`config.mk`:
```
export PLATFORM = sky130hd
export DESIGN_NAME = clint_arb
export DESIGN_NICKNAME = d
export VERILOG_FILES = /design/src/rtl/clint_pkg.sv /design/src/rtl/clint_prio_enc.sv /design/src/rtl/clint_arb.sv
export SDC_FILE = /design/constraint.sdc
export NUM_CORES = 1
export LEC_CHECK = 0
export ABC_CLOCK_PERIOD_IN_PS = 4850
export CORE_AREA = 2 2 109 111
export CTS_CLUSTER_DIAMETER = 80
export DETAILED_ROUTE_END_ITERATION = 7
export DIE_AREA = 0 0 111 113
export PLACE_DENSITY = 0.93
export SLEW_MARGIN = 30
export SYNTH_ARGS = -nofsm -noshare
export SYNTH_HDL_FRONTEND = slang
export SYNTH_HIERARCHICAL = 1
export SYNTH_SLANG_ARGS = --single-unit
```
`constraint.sdc`:
```
create_clock -name clk_i -period 4.85 [get_ports clk_i]
set_clock_uncertainty 0.15 [all_clocks]
set_input_delay 0.97 -clock clk_i [delete_from_list [all_inputs] [get_ports clk_i]]
set_output_delay 0.97 -clock clk_i [all_outputs]
set_load 0.02 [all_outputs]
```
`src/rtl/clint_pkg.sv`:
```
// Shared definitions for the core-local interrupt/trap sequencer: FSM states,
// machine-mode CSR addresses, synchronous cause codes and mstatus bit positions.
package clint_pkg;

  typedef enum logic [2:0] {
    ST_IDLE,
    ST_W_MEPC,
    ST_W_MCAUSE,
    ST_W_MSTAT,
    ST_R_MSTAT,
    ST_REDIR
  } clint_state_e;

  localparam logic [11:0] CSR_MSTATUS = 12'h300;
  localparam logic [11:0] CSR_MIE     = 12'h304;
  localparam logic [11:0] CSR_MTVEC   = 12'h305;
  localparam logic [11:0] CSR_MEPC    = 12'h341;
  localparam logic [11:0] CSR_MCAUSE  = 12'h342;

  localparam int CAUSE_ILLEGAL = 2;
  localparam int CAUSE_EBREAK  = 3;
  localparam int CAUSE_ECALL   = 11;

  localparam int MSTATUS_MIE    = 3;
  localparam int MSTATUS_MPIE   = 7;
  localparam int MSTATUS_MPP_LO = 11;
  localparam int MSTATUS_MPP_HI = 12;

  // Index width for an n-entry encoder; a single source still needs one bit.
  function automatic int idx_width(input int n);
    return (n > 1) ? $clog2(n) : 1;
  endfunction

endpackage

```
`src/rtl/clint_prio_enc.sv`:
```
// Lowest-index-wins priority encoder for the interrupt request vector.
// Produces a valid flag, the binary index of the winner and its one-hot form.
module clint_prio_enc
  import clint_pkg::*;
#(
  parameter int N     = 8,
  parameter int IDX_W = idx_width(N)
) (
  input  logic [N-1:0]     req,
  output logic             valid,
  output logic [IDX_W-1:0] index,
  output logic [N-1:0]     onehot
);

  // Two's-complement trick isolates the lowest set bit.
  always_comb begin
    valid  = |req;
    onehot = req & (~req + N'(1));
    index  = '0;
    for (int i = N - 1; i >= 0; i--) begin
      if (req[i]) begin
        index = IDX_W'(i);
      end
    end
  end

endmodule

```
`src/rtl/clint_arb.sv`:
```
// Trap/interrupt/mret sequencer: writes mepc, mcause, mstatus over one CSR port
// and then redirects fetch. Optional vectored interrupt targets: CLINT_VECTORED_EN.
module clint_arb
  import clint_pkg::*;
#(
  parameter int XLEN           = 32,
  parameter int NUM_IRQ        = 8,
  parameter int CSR_ADDR_W     = 12,
  parameter int IRQ_CAUSE_BASE = 16
) (
  input  logic                  clk_i,
  input  logic                  rst_i,
  input  logic                  ecall_i,
  input  logic                  ebreak_i,
  input  logic                  illegal_i,
  input  logic                  mret_i,
  input  logic [XLEN-1:0]       inst_addr_i,
  input  logic                  jump_flag_i,
  input  logic [XLEN-1:0]       jump_addr_i,
  input  logic [NUM_IRQ-1:0]    irq_i,
  input  logic [NUM_IRQ-1:0]    csr_mie_i,
  input  logic [XLEN-1:0]       csr_mstatus_i,
  input  logic [XLEN-1:0]       csr_mtvec_i,
  input  logic [XLEN-1:0]       csr_mepc_i,
  output logic                  csr_we_o,
  output logic [CSR_ADDR_W-1:0] csr_waddr_o,
  output logic [XLEN-1:0]       csr_wdata_o,
  output logic [NUM_IRQ-1:0]    irq_ack_o,
  output logic                  busy_o,
  output logic                  int_flag_o,
  output logic [XLEN-1:0]       int_addr_o
);

  localparam int IRQ_IDX_W = idx_width(NUM_IRQ);

  clint_state_e state_q, state_d;

  logic [XLEN-1:0]      cause_q;
  logic [XLEN-1:0]      epc_q;
  logic [XLEN-1:0]      ret_addr_q;
  logic                 mret_q;

  logic                 enc_valid;
  logic [IRQ_IDX_W-1:0] enc_idx;
  logic [NUM_IRQ-1:0]   enc_onehot;

  logic                 sync_exc;
  logic                 irq_pend;
  logic                 take_irq;
  logic [XLEN-1:0]      exc_cause;
  logic [XLEN-1:0]      irq_cause;
  logic [XLEN-1:0]      trap_mstatus;
  logic [XLEN-1:0]      mret_mstatus;
  logic [XLEN-1:0]      trap_base;
  logic [XLEN-1:0]      trap_target;

  clint_prio_enc #(
    .N     (NUM_IRQ),
    .IDX_W (IRQ_IDX_W)
  ) u_prio_enc (
    .req    (irq_i & csr_mie_i),
    .valid  (enc_valid),
    .index  (enc_idx),
    .onehot (enc_onehot)
  );

  assign sync_exc = illegal_i | ebreak_i | ecall_i;
  assign irq_pend = csr_mstatus_i[MSTATUS_MIE] & enc_valid;
  assign take_irq = !rst_i && (state_q == ST_IDLE) && !sync_exc && irq_pend;

  assign exc_cause = illegal_i ? XLEN'(CAUSE_ILLEGAL) :
                     ebreak_i  ? XLEN'(CAUSE_EBREAK)  : XLEN'(CAUSE_ECALL);
  assign irq_cause = {1'b1, (XLEN-1)'(IRQ_CAUSE_BASE) + (XLEN-1)'(enc_idx)};

  always_ff @(posedge clk_i) begin
    if (rst_i) begin
      state_q <= ST_IDLE;
    end else begin
      state_q <= state_d;
    end
  end

  always_comb begin
    state_d = state_q;
    unique case (state_q)
      ST_IDLE: begin
        if (sync_exc || irq_pend) begin
          state_d = ST_W_MEPC;
        end else if (mret_i) begin
          state_d = ST_R_MSTAT;
        end
      end
      ST_W_MEPC:   state_d = ST_W_MCAUSE;
      ST_W_MCAUSE: state_d = ST_W_MSTAT;
      ST_W_MSTAT:  state_d = ST_REDIR;
      ST_R_MSTAT:  state_d = ST_REDIR;
      ST_REDIR:    state_d = ST_IDLE;
      default:     state_d = ST_IDLE;
    endcase
  end

  // Cause/epc are captured only on the IDLE cycle that starts a sequence;
  // the mret return address is captured in R_MSTAT for the following redirect.
  always_ff @(posedge clk_i) begin
    if (rst_i) begin
      cause_q    <= '0;
      epc_q      <= '0;
      ret_addr_q <= '0;
      mret_q     <= 1'b0;
    end else begin
      if (state_q == ST_IDLE) begin
        if (sync_exc) begin
          cause_q <= exc_cause;
          epc_q   <= inst_addr_i;
          mret_q  <= 1'b0;
        end else if (irq_pend) begin
          cause_q <= irq_cause;
          epc_q   <= jump_flag_i ? jump_addr_i : inst_addr_i;
          mret_q  <= 1'b0;
        end else if (mret_i) begin
          mret_q  <= 1'b1;
        end
      end
      if (state_q == ST_R_MSTAT) begin
        ret_addr_q <= csr_mepc_i;
      end
    end
  end

  always_comb begin
    trap_mstatus                                = csr_mstatus_i;
    trap_mstatus[MSTATUS_MPIE]                  = csr_mstatus_i[MSTATUS_MIE];
    trap_mstatus[MSTATUS_MIE]                   = 1'b0;
    trap_mstatus[MSTATUS_MPP_HI:MSTATUS_MPP_LO] = 2'b11;

    mret_mstatus               = csr_mstatus_i;
    mret_mstatus[MSTATUS_MIE]  = csr_mstatus_i[MSTATUS_MPIE];
    mret_mstatus[MSTATUS_MPIE] = 1'b1;
  end

  assign trap_base = {csr_mtvec_i[XLEN-1:2], 2'b00};

`ifdef CLINT_VECTORED_EN
  // Vectored mode applies to interrupts only; the cause code drops the interrupt bit.
  always_comb begin
    trap_target = trap_base;
    if ((csr_mtvec_i[1:0] == 2'b01) && cause_q[XLEN-1]) begin
      trap_target = trap_base + ({1'b0, cause_q[XLEN-2:0]} << 2);
    end
  end
`else
  logic unused_mtvec_mode;
  assign unused_mtvec_mode = ^csr_mtvec_i[1:0];
  assign trap_target       = trap_base;
`endif

  always_comb begin
    csr_we_o    = 1'b0;
    csr_waddr_o = '0;
    csr_wdata_o = '0;
    irq_ack_o   = '0;
    int_flag_o  = 1'b0;
    int_addr_o  = '0;
    busy_o      = (state_q != ST_IDLE);
    unique case (state_q)
      ST_IDLE: begin
        if (take_irq) begin
          irq_ack_o = enc_onehot;
        end
      end
      ST_W_MEPC: begin
        csr_we_o    = 1'b1;
        csr_waddr_o = CSR_ADDR_W'(CSR_MEPC);
        csr_wdata_o = epc_q;
      end
      ST_W_MCAUSE: begin
        csr_we_o    = 1'b1;
        csr_waddr_o = CSR_ADDR_W'(CSR_MCAUSE);
        csr_wdata_o = cause_q;
      end
      ST_W_MSTAT: begin
        csr_we_o    = 1'b1;
        csr_waddr_o = CSR_ADDR_W'(CSR_MSTATUS);
        csr_wdata_o = trap_mstatus;
      end
      ST_R_MSTAT: begin
        csr_we_o    = 1'b1;
        csr_waddr_o = CSR_ADDR_W'(CSR_MSTATUS);
        csr_wdata_o = mret_mstatus;
      end
      ST_REDIR: begin
        int_flag_o = 1'b1;
        int_addr_o = mret_q ? ret_addr_q : trap_target;
      end
      default: ;
    endcase
  end

endmodule

```
==> flow_metrics.py, run 1 <==
metrics = {
    "sta": {
        "finalSetupViolCount": 0,
        "setup_tns_ns": 0,
        "period_share": 0.937,
        "hold_violations": 0,
        "worstMarginPinSlew_ns": 1.02,
        "period_needed_ns": 4.55,
        "fmax_mhz": 220,
        "slew-limit-headroom": 0.316,
        "rsz0062_at_grt": "false",
        "hold_ws_ns": 0.339,
        "final.setup.worst_slack_ns": 0.304,
        "final_max_slew_viol_count": 0,
    },
    "synthesis": {
        "ys.flop_type": "dfxtp_1",
        "syn_area_per_cell_um2": 9.24,
        "ys_seq_elements": 73,
        "ys_warn_count": 6,
        "synth_cell_type_count": 45,
        "synth-seq-area-share": 0.320,
        "syn_area_um2": 4570,
        "synth_edf_count": 0,
        "syn_inst": 494,
        "async_reset_ff_frac": 0,
    },
    "placement": {
        "routabilityCongestion": 0.882,
        "portBuffers": 260,
        "placedCellCount": 857,
        "dpl-instance-area_um2": 7140,
        "dp_worst_setup_slack_ns": 0.331,
        "dp_hpwl_um": 11700,
    },
    "power_and_ir_drop": {
        "internal_power_mw": 1.48,
        "leakagePower_nw": 2.71,
        "clkPwrFrac": 0.273,
        "power_density_nw_per_um2": 292,
        "power.total_mw": 2.16,
        "pwr-share-comb": 0.380,
        "power_frac_seq": 0.346,
        "p_switching_mw": 0.684,
        "switching_share": 0.316,
        "peakVddDrop_uv": 256,
    },
    "detailed_routing": {
        "drt-initial-drc-count": 185,
        "first_pass_iters": 4,
        "vias": 4674,
        "postRouteWirelength_um": 15500,
        "drc": 0,
        "vias_per_cell": 5.36,
        "ant_nets": 0,
        "routedWlPerCell_um": 17.7,
    },
    "global_route": {
        "grt_pass1_wl_um": 24200,
        "antenna_found_initial": 1,
        "grt_usage": 0.237,
        "grt_pass1_vias": 4766,
        "grt-ovfl-total": 0,
        "grt_max_degree": 69,
    },
    "cells_and_area": {
        "antenna_cells": 0,
        "mostFrequentLayoutCell": "clkdlybuf4s50_1",
        "syn2layout_area_growth_pct": 62.2,
        "final_nets": 908,
        "final_design_area_no_fill_um2": 7410,
        "drive_gt1_frac": 0.0796,
        "nFillCells": 911,
        "final_cell_mix": "260 x clkdlybuf4s50_1, 72 x dfxtp_1, 69 x nor2_1",
        "fin_cells": 872,
        "utilization": 0.657,
    },
    "clock_tree": {
        "cts_buffers": 9,
        "clk_latency_ns": 0.31,
        "h-tree-depth": 3,
        "cts_setup_buffers": 0,
        "postCtsHoldBufs": 0,
        "cts_resized": 0,
        "clock_sinks": 73,
        "cts_buffer_depth": 2,
        "cts_tree": "done",
        "clkTransAtPathRegs_ns": 0.05,
        "cts_root_buf": "clkbuf_16",
    },
    "critical_path": {
        "ff2ff_path_depth": 5,
        "arrival_ns": 3.43,
        "start_kind": "primary input",
        "ff2ff_setup_slack_ns": 2.30,
        "critPathSlowestCell": "or4_4",
        "cp.depth": 9,
        "critPathBufInv": 2,
        "critical_path_class": "primary input to output pin",
        "crit_family": "simple AND/OR/NAND/NOR gates",
        "critical_path.endpoint_type": "output pin",
        "cp.required_ns": 3.73,
        "slowest_delay_ns": 0.57,
        "crit_path_max_fanout": 8,
        "crit_chain": "clkdlybuf4s50_1 -> and2_1 -> or4_4 -> nor3_2 -> nand2_1 -> nand2_1 -> nor4_4 -> and2_1 -> clkdlybuf4s50_1",
    },
    "floorplan": {
        "fp-row-count": 39,
        "die_area_um2": 12500,
        "core_area_um2": 11300,
        "die_w_um": 111,
        "die_h_um": 113,
        "ios": 270,
        "initial_core_util": 0.405,
    },
    "run_status": {
        "status": "completed",
    },
    "run": {
        "maxCapViolCount": 0,
    },
    "hold_path": {
        "holdPathStages": 2,
        "hold_class": "register to register",
    },
}
-- power by group through the flow --
stage | Clock (mW) | Combinational [mW] | Sequential, mW
6_report | 0.591 | 0.823 | 0.749
2_1_floorplan | 0 | 0.521 | 0.715
5_1_grt | 0.638 | 0.877 | 0.760
4_1_cts | 0.604 | 0.822 | 0.748
3_5_place_dp | 0 | 0.818 | 0.760
3_3_place_gp | 0 | 0.792 | 0.755
-- metal layers --
metal | part of all wire | global-route usage
met5 | 0 | 0
met3 | 0.057 | 0.0477
met2 | 0.53 | 0.446
met1 | 0.39 | 0.262
met4 | 0.025 | 0.0958
-- registers in the layout, indices dropped and copies added (netlist names) --
name,count
mret_q,1
cause_q,5
ret_addr_q,32
epc_q,32
state_q,3
-- path summary, 6_finish.rpt --
path | start | endpoint
setup / recovery | irq_i[2] | irq_ack_o[0]
hold / removal | cause_q[3] | cause_q[3]
hold reg to reg | cause_q[3] | cause_q[3]
setup reg to reg | state_q[1] | cause_q[0]
-- logic make-up (layout without fill, tap and decap cells) --
| group | count (synthesis) | after routing | synth area share |
|---|---|---|---|
| AND/OR/NAND/NOR | 138 | 138 | 0.153 |
| XOR/XNOR | 2 | 2 | 0.00384 |
| buffers and inverters | 57 | 286 | 0.0704 |
| other | 1 | 7 | 0.000821 |
| flip-flops | 73 | 73 | 0.320 |
| multiplexers | 104 | 104 | 0.238 |
| AO/OA/AOI/OAI | 119 | 119 | 0.213 |
-- cells in the mapped netlist (all sizes together), types with 6 or more instances --
| library cell | count | share of area |
|---|---|---|
| dfxtp | 73 | 0.32 |
| clkbuf | 23 | 0.019 |
| o311a | 32 | 0.070 |
| o21ai | 12 | 0.013 |
| buf | 30 | 0.048 |
| a22o | 23 | 0.044 |
| nand2 | 16 | 0.013 |
| mux2 | 38 | 0.094 |
| a21oi | 10 | 0.011 |
| nor2b | 6 | 0.0082 |
| and2 | 20 | 0.027 |
| mux2i | 66 | 0.14 |
| nor2 | 71 | 0.059 |
| nor3 | 7 | 0.011 |
| o21bai | 34 | 0.056 |
-- layout make-up --
class	instances	area (µm²)	area share
clock buffer	11	243	0.0328
clock inverter	4	20.0	0.00270
inverter	4	15.0	0.00203
multi-input combinational	370	2820	0.381
sequential	73	1460	0.197
tap	143	179	0.0242
timing repair buffer	267	2670	0.360
-- worst reg2reg max path, cell delays in order (launching register included) --
cell and delay [ns]:
dfxtp_1 0.99, nor3_4 0.13, inv_2 0.13, buf_4 0.55, nor2_2 0.15, mux2_1 0.33
Power figures use the tool's default switching activity.
==> inputs of run 2 (changes only) <==
Settings changed: ABC_AREA set to 1, CORE_AREA 2 2 109 111 to 2 2 110 112, DIE_AREA 0 0 111 113 to 0 0 112 114, MAX_ROUTING_LAYER set to met4, PLACE_DENSITY 0.93 to 0.94.
==> run 2 against run 1 <==
Compared with the run above:
- area after synthesis increased by 4.8%
- global-route usage increased by 1.4 points
- worst setup slack improved by 0.15 ns
- via count increased by 28%
- clock power increased by 13%
- final area rose by 2.5%
- wire length rose by 4.7%
- critical path type unchanged
- largest cell class unchanged
==> flow_metrics.py, run 2 <==
metrics = {
    "critical_path": {
        "crit_chain": "clkdlybuf4s50_1 -> nand2_1 -> inv_1 -> inv_1 -> nand3_2 -> inv_2 -> nand2_1 -> nand2_1 -> inv_1 -> nand3_1 -> nor2_1 -> nand2_1 -> nor2_1 -> clkdlybuf4s50_1",
        "critPathBufInv": 6,
        "cp.required_ns": 3.73,
        "crit_path_max_fanout": 9,
        "crit_family": "buffers and inverters",
        "critPathSlowestCell": "clkdlybuf4s50_1",
        "arrival_ns": 3.27,
        "cp-startpoint": "csr_mie_i[0]",
        "r2r-start": "state_q[1]",
        "slowest_delay_ns": 0.62,
        "crit_path_frequent_cell": "nand2_1",
        "critical_path.endpoint_type": "output pin",
        "start_kind": "primary input",
        "critical_path_class": "primary input to output pin",
    },
    "synthesis": {
        "synth_area_leader_cell": "dfxtp_1",
        "synth_cell_type_count": 29,
        "synth_top_area_share": 0.305,
        "syn_inst": 845,
        "synthTopCellsByArea": "dfxtp_1 31%, nand2_1 30%, nor2_1 7.3%",
        "syn_area_per_cell_um2": 5.66,
        "synth_common_cells": "379 x nand2_1, 93 x nor2_1, 73 x dfxtp_1",
        "ys_warn_count": 6,
        "syn_area_um2": 4790,
        "async_reset_ff_frac": 0,
        "synth-seq-area-share": 0.305,
        "synth_edf_count": 0,
        "yosysMostFrequentCell": "nand2_1",
        "ys_seq_elements": 73,
        "ys.flop_type": "dfxtp_1",
    },
    "sta": {
        "slew-limit-headroom": 0.395,
        "final_max_slew_viol_count": 0,
        "setup_tns_ns": 0,
        "period_needed_ns": 4.39,
        "fmax_mhz": 228,
        "hold_violations": 0,
        "rsz0062_at_grt": "false",
        "finalSetupViolCount": 0,
        "worstMarginPinSlew_ns": 0.902,
        "period_share": 0.906,
    },
    "placement": {
        "dp_hpwl_um": 11900,
        "routabilityCongestion": 0.892,
        "portBuffers": 260,
    },
    "hold_path": {
        "worstHoldStart": "epc_q[16]",
        "hold_class": "register to register",
    },
    "detailed_routing": {
        "postRouteWirelength_um": 16200,
        "first_pass_iters": 6,
        "vias": 5961,
        "drc": 0,
        "vias_per_cell": 4.88,
        "ant_nets": 0,
        "drt-initial-drc-count": 526,
        "routedWlPerCell_um": 13.2,
    },
    "clock_tree": {
        "postCtsHoldBufs": 0,
        "clock_sinks": 73,
        "cts_setup_buffers": 0,
        "clk_latency_ns": 0.32,
        "cts_tree": "done",
        "cts_root_buf": "clkbuf_16",
        "cts_resized": 0,
        "cts_buffer_depth": 2,
        "cts_buffers": 9,
        "h-tree-depth": 3,
        "clkTransAtPathRegs_ns": 0.06,
    },
    "cells_and_area": {
        "drive_gt1_frac": 0.0409,
        "final_cell_mix": "379 x nand2_1, 259 x clkdlybuf4s50_1, 93 x nor2_1",
        "syn2layout_area_growth_pct": 58.6,
        "mostFrequentLayoutCell": "nand2_1",
        "antenna_cells": 0,
        "final_nets": 1253,
        "top_regs": "epc_q: 32 flops, ret_addr_q: 32 flops, cause_q: 5 flops",
    },
    "power_and_ir_drop": {
        "leakagePower_nw": 3.51,
        "power_density_nw_per_um2": 319,
        "power.total_mw": 2.42,
        "peakVddDrop_uv": 208,
    },
    "floorplan": {
        "core_area_um2": 11700,
        "die_w_um": 112,
        "initial_core_util": 0.409,
        "die_area_um2": 12800,
        "die_h_um": 114,
        "fp-row-count": 40,
        "ios": 270,
    },
    "run": {
        "maxCapViolCount": 0,
    },
    "global_route": {
        "grt_pass1_vias": 5422,
        "antenna_found_initial": 0,
        "grt_max_degree": 71,
        "grt-ovfl-total": 0,
        "grt_usage": 0.251,
        "grt_pass1_wl_um": 25400,
    },
    "run_status": {
        "status": "completed",
    },
}
run 2: changes by cell type after synthesis, moves of 20 or more:
cell      previous run  this run
a21oi_1             10        37
a22o_1              23         0
and2_1              20         0
inv_1                2        69
mux2_2              24         0
mux2i_1             66         0
nand2_1             16       379
nand3_1              2        43
nor2_1              70        93
o21ai_0             10        66
o21bai_1            34         1
o311a_1             32         0
run 2: path summary, 6_finish.rpt:
| path | to | slack [ns] | cells after the start |
|---|---|---|---|
| min | epc_q[16] | 0.32 | 2 |
| max reg2reg | state_q[0] | 2.83 | 6 |
| min reg2reg | epc_q[16] | 0.32 | 2 |
| max | irq_ack_o[0] | 0.46 | 14 |
run 2: kinds of logic after synthesis:
logic type / after synthesis / synth area share
AND/OR/NAND/NOR: 534 / 0.453
buffers and inverters: 132 / 0.130
AO/OA/AOI/OAI: 105 / 0.111
flip-flops: 73 / 0.305
other: 1 / 0.000784
run 2: worst min-delay path, delay by kind of cell, from the launching register on:
kind,cells,cell delay [ns]
and+or+nand+nor,2,0.10
DFF,1,0.32
run 2: through the flow:
step / std cells / setup slack [ns] / cell area, µm² / utilization / hold WS [ns]
6_report: 1222 / 0.457 / 7590 / 0.648 / 0.315
5_1_grt: 1222 / 0.215 / 7590 / 0.648 / 0.332
4_1_cts: 1222 / 0.470 / 7590 / 0.648 / 0.316
2_1_floorplan: 851 / 1.61 / 4810 / - / 0.283
3_3_place_gp: 1206 / 0.548 / 7290 / 0.623 / 0.302
3_5_place_dp: 1206 / 0.487 / 7290 / 0.623 / 0.308
run 2: layout make-up:
type                            instances  area [µm²]
Fill cell                            1072        4120
Tap cell                              147         184
Clock buffer                           10         229
Multi-Input combinational cell        646        2730
Clock inverter                          6        67.6
Sequential cell                        73        1460
Inverter                               74         280
Timing Repair Buffer                  266        2640
run 2: power by group:
group	switching [mW]	internal [mW]
Sequential	0.0594	0.700
Combinational	0.571	0.423
Clock	0.265	0.400
Total	0.894	1.52
run 2: layer usage:
metal,share of wire,track usage,up-vias
met2,0.50,0.455,247
met3,0.066,0.0399,36
met1,0.41,0.280,2657
li1,-,-,3021
met5,0,-,-
met4,0.027,0.0935,0
==> inputs of run 3 (changes only) <==
Settings changed: PLACE_DENSITY 0.94 to 0.86, RECOVER_POWER set to 50.
==> run 3 against run 2 <==
Compared with the run above:
- the flow now finishes with violations (capacitance limit, slew limit)
- count of clock-buffer cells in the layout is 1 lower
- final area hardly changed
- power is 1.5% higher
- wire length is 6.8% lower
==> flow_metrics.py, run 3 (synthesis gave the netlist of run 2 again) <==
metrics = {
    "run_status": {
        "status": "finished, violations left",
        "violations": "capacitance limit, slew limit",
    },
    "floorplan": {
        "die_w_um": 112,
        "die_area_um2": 12800,
        "die_h_um": 114,
        "fp-row-count": 40,
        "initial_core_util": 0.409,
        "ios": 270,
        "core_area_um2": 11700,
    },
    "cells_and_area": {
        "syn2layout_area_growth_pct": 58.7,
        "drive_gt1_frac": 0.0381,
        "final_design_area_no_fill_um2": 7590,
        "final_cell_mix": "380 x nand2_1, 255 x clkdlybuf4s50_1, 94 x nor2_1",
        "fin_cells": 1223,
        "mostFrequentLayoutCell": "nand2_1",
        "top_regs": "epc_q: 32 flops, ret_addr_q: 32 flops, cause_q: 5 flops",
        "antenna_cells": 0,
        "nFillCells": 1098,
        "final_nets": 1254,
    },
    "sta": {
        "finalSetupViolCount": 0,
        "final.setup.worst_slack_ns": 0.446,
        "period_share": 0.908,
        "slew-limit-headroom": -0.0464,
        "worstMarginPinSlew_ns": 1.57,
        "setup_tns_ns": 0,
        "hold_violations": 0,
        "rsz0062_at_grt": "false",
        "period_needed_ns": 4.40,
        "fmax_mhz": 227,
        "final_max_slew_viol_count": 41,
    },
    "clock_tree": {
        "cts_buffer_depth": 2,
        "postCtsHoldBufs": 0,
        "cts_resized": 0,
        "cts_tree": "done",
        "h-tree-depth": 3,
        "clkTransAtPathRegs_ns": 0.06,
        "cts_buffers": 9,
        "cts_root_buf": "clkbuf_16",
        "clock_sinks": 73,
        "clk_latency_ns": 0.33,
        "cts_setup_buffers": 0,
    },
    "global_route": {
        "antenna_found_initial": 0,
        "grt_max_degree": 71,
        "grt_pass1_wl_um": 24300,
        "grt_usage": 0.237,
        "grt_pass1_vias": 5107,
        "grt-ovfl-total": 0,
    },
    "detailed_routing": {
        "postRouteWirelength_um": 15100,
        "drc": 0,
        "vias": 5796,
        "vias_per_cell": 4.74,
        "drt-initial-drc-count": 421,
        "ant_nets": 0,
        "routedWlPerCell_um": 12.3,
        "first_pass_iters": 8,
    },
    "hold_path": {
        "hold_class": "register to register",
        "holdPathStages": 2,
        "worstHoldStart": "cause_q[4]",
    },
    "power_and_ir_drop": {
        "power.total_mw": 2.45,
        "leakagePower_nw": 3.52,
        "peakVddDrop_uv": 186,
        "power_density_nw_per_um2": 323,
    },
    "critical_path": {
        "crit_path_max_fanout": 9,
        "ff2ff_path_depth": 7,
        "start_kind": "primary input",
        "cp-startpoint": "csr_mie_i[0]",
        "r2r-start": "state_q[1]",
        "critical_path.endpoint_type": "output pin",
        "critical_path_class": "primary input to output pin",
        "arrival_ns": 3.28,
        "cp.required_ns": 3.73,
    },
    "placement": {
        "portBuffers": 260,
        "dp_worst_setup_slack_ns": 0.515,
        "dpl-instance-area_um2": 7300,
        "placedCellCount": 1207,
        "dp_hpwl_um": 11000,
        "routabilityCongestion": 0.843,
    },
    "run": {
        "maxCapViolCount": 1,
    },
}
-- run 3: power by group --
group          internal, mW  leakage, nW  switching (mW)  total [mW]
Combinational         0.417         2.77           0.554       0.971
Sequential            0.699        0.597          0.0572       0.756
Clock                 0.456        0.157           0.270       0.726
Total                  1.57         3.52           0.882        2.45
-- run 3: area by class of cell --
type | count | area, µm² | share of cell area
multi-input cells | 646 | 2690 | 0.355
well taps | 147 | 184 | 0.0242
inverters | 74 | 280 | 0.0369
flip-flops and latches | 73 | 1460 | 0.192
repair buffers | 267 | 2650 | 0.348
clock inverters | 7 | 103 | 0.0135
clock buffers | 9 | 225 | 0.0297
-- run 3: critical path: stages --
cell and delay [ns]:
clkdlybuf4s50_1 0.46, nand2_1 0.05, inv_1 0.10, inv_1 0.07
nand3_1 0.16, inv_2 0.06, nand2_1 0.06, nand2_1 0.08
inv_1 0.06, nand3_1 0.08, nor2_1 0.14, nand2_1 0.21
nor2_1 0.15, clkdlybuf4s50_1 0.62
-- run 3: layer usage --
layer,vias up,GRT usage,routed length [µm]
met5,-,-,0
met4,0,0.0935,439
met3,31,0.0377,1020
met2,235,0.397,7170
met1,2507,0.289,6460
li1,3023,-,-
-- run 3: worst paths after layout --
check	end	slack [ns]
worst max-delay path	irq_ack_o[6]	0.45
worst min-delay path	cause_q[4]	0.32
worst max register to register	epc_q[27]	1.66
worst min register to register	cause_q[4]	0.32
-- run 3: metrics by stage --
stage | hold slack [ns] | util
CTS | 0.317 | 0.651
floorplan | 0.283 | -
global placement | 0.302 | 0.624
detailed placement | 0.309 | 0.624
finish | 0.316 | 0.648
global route | 0.334 | 0.648
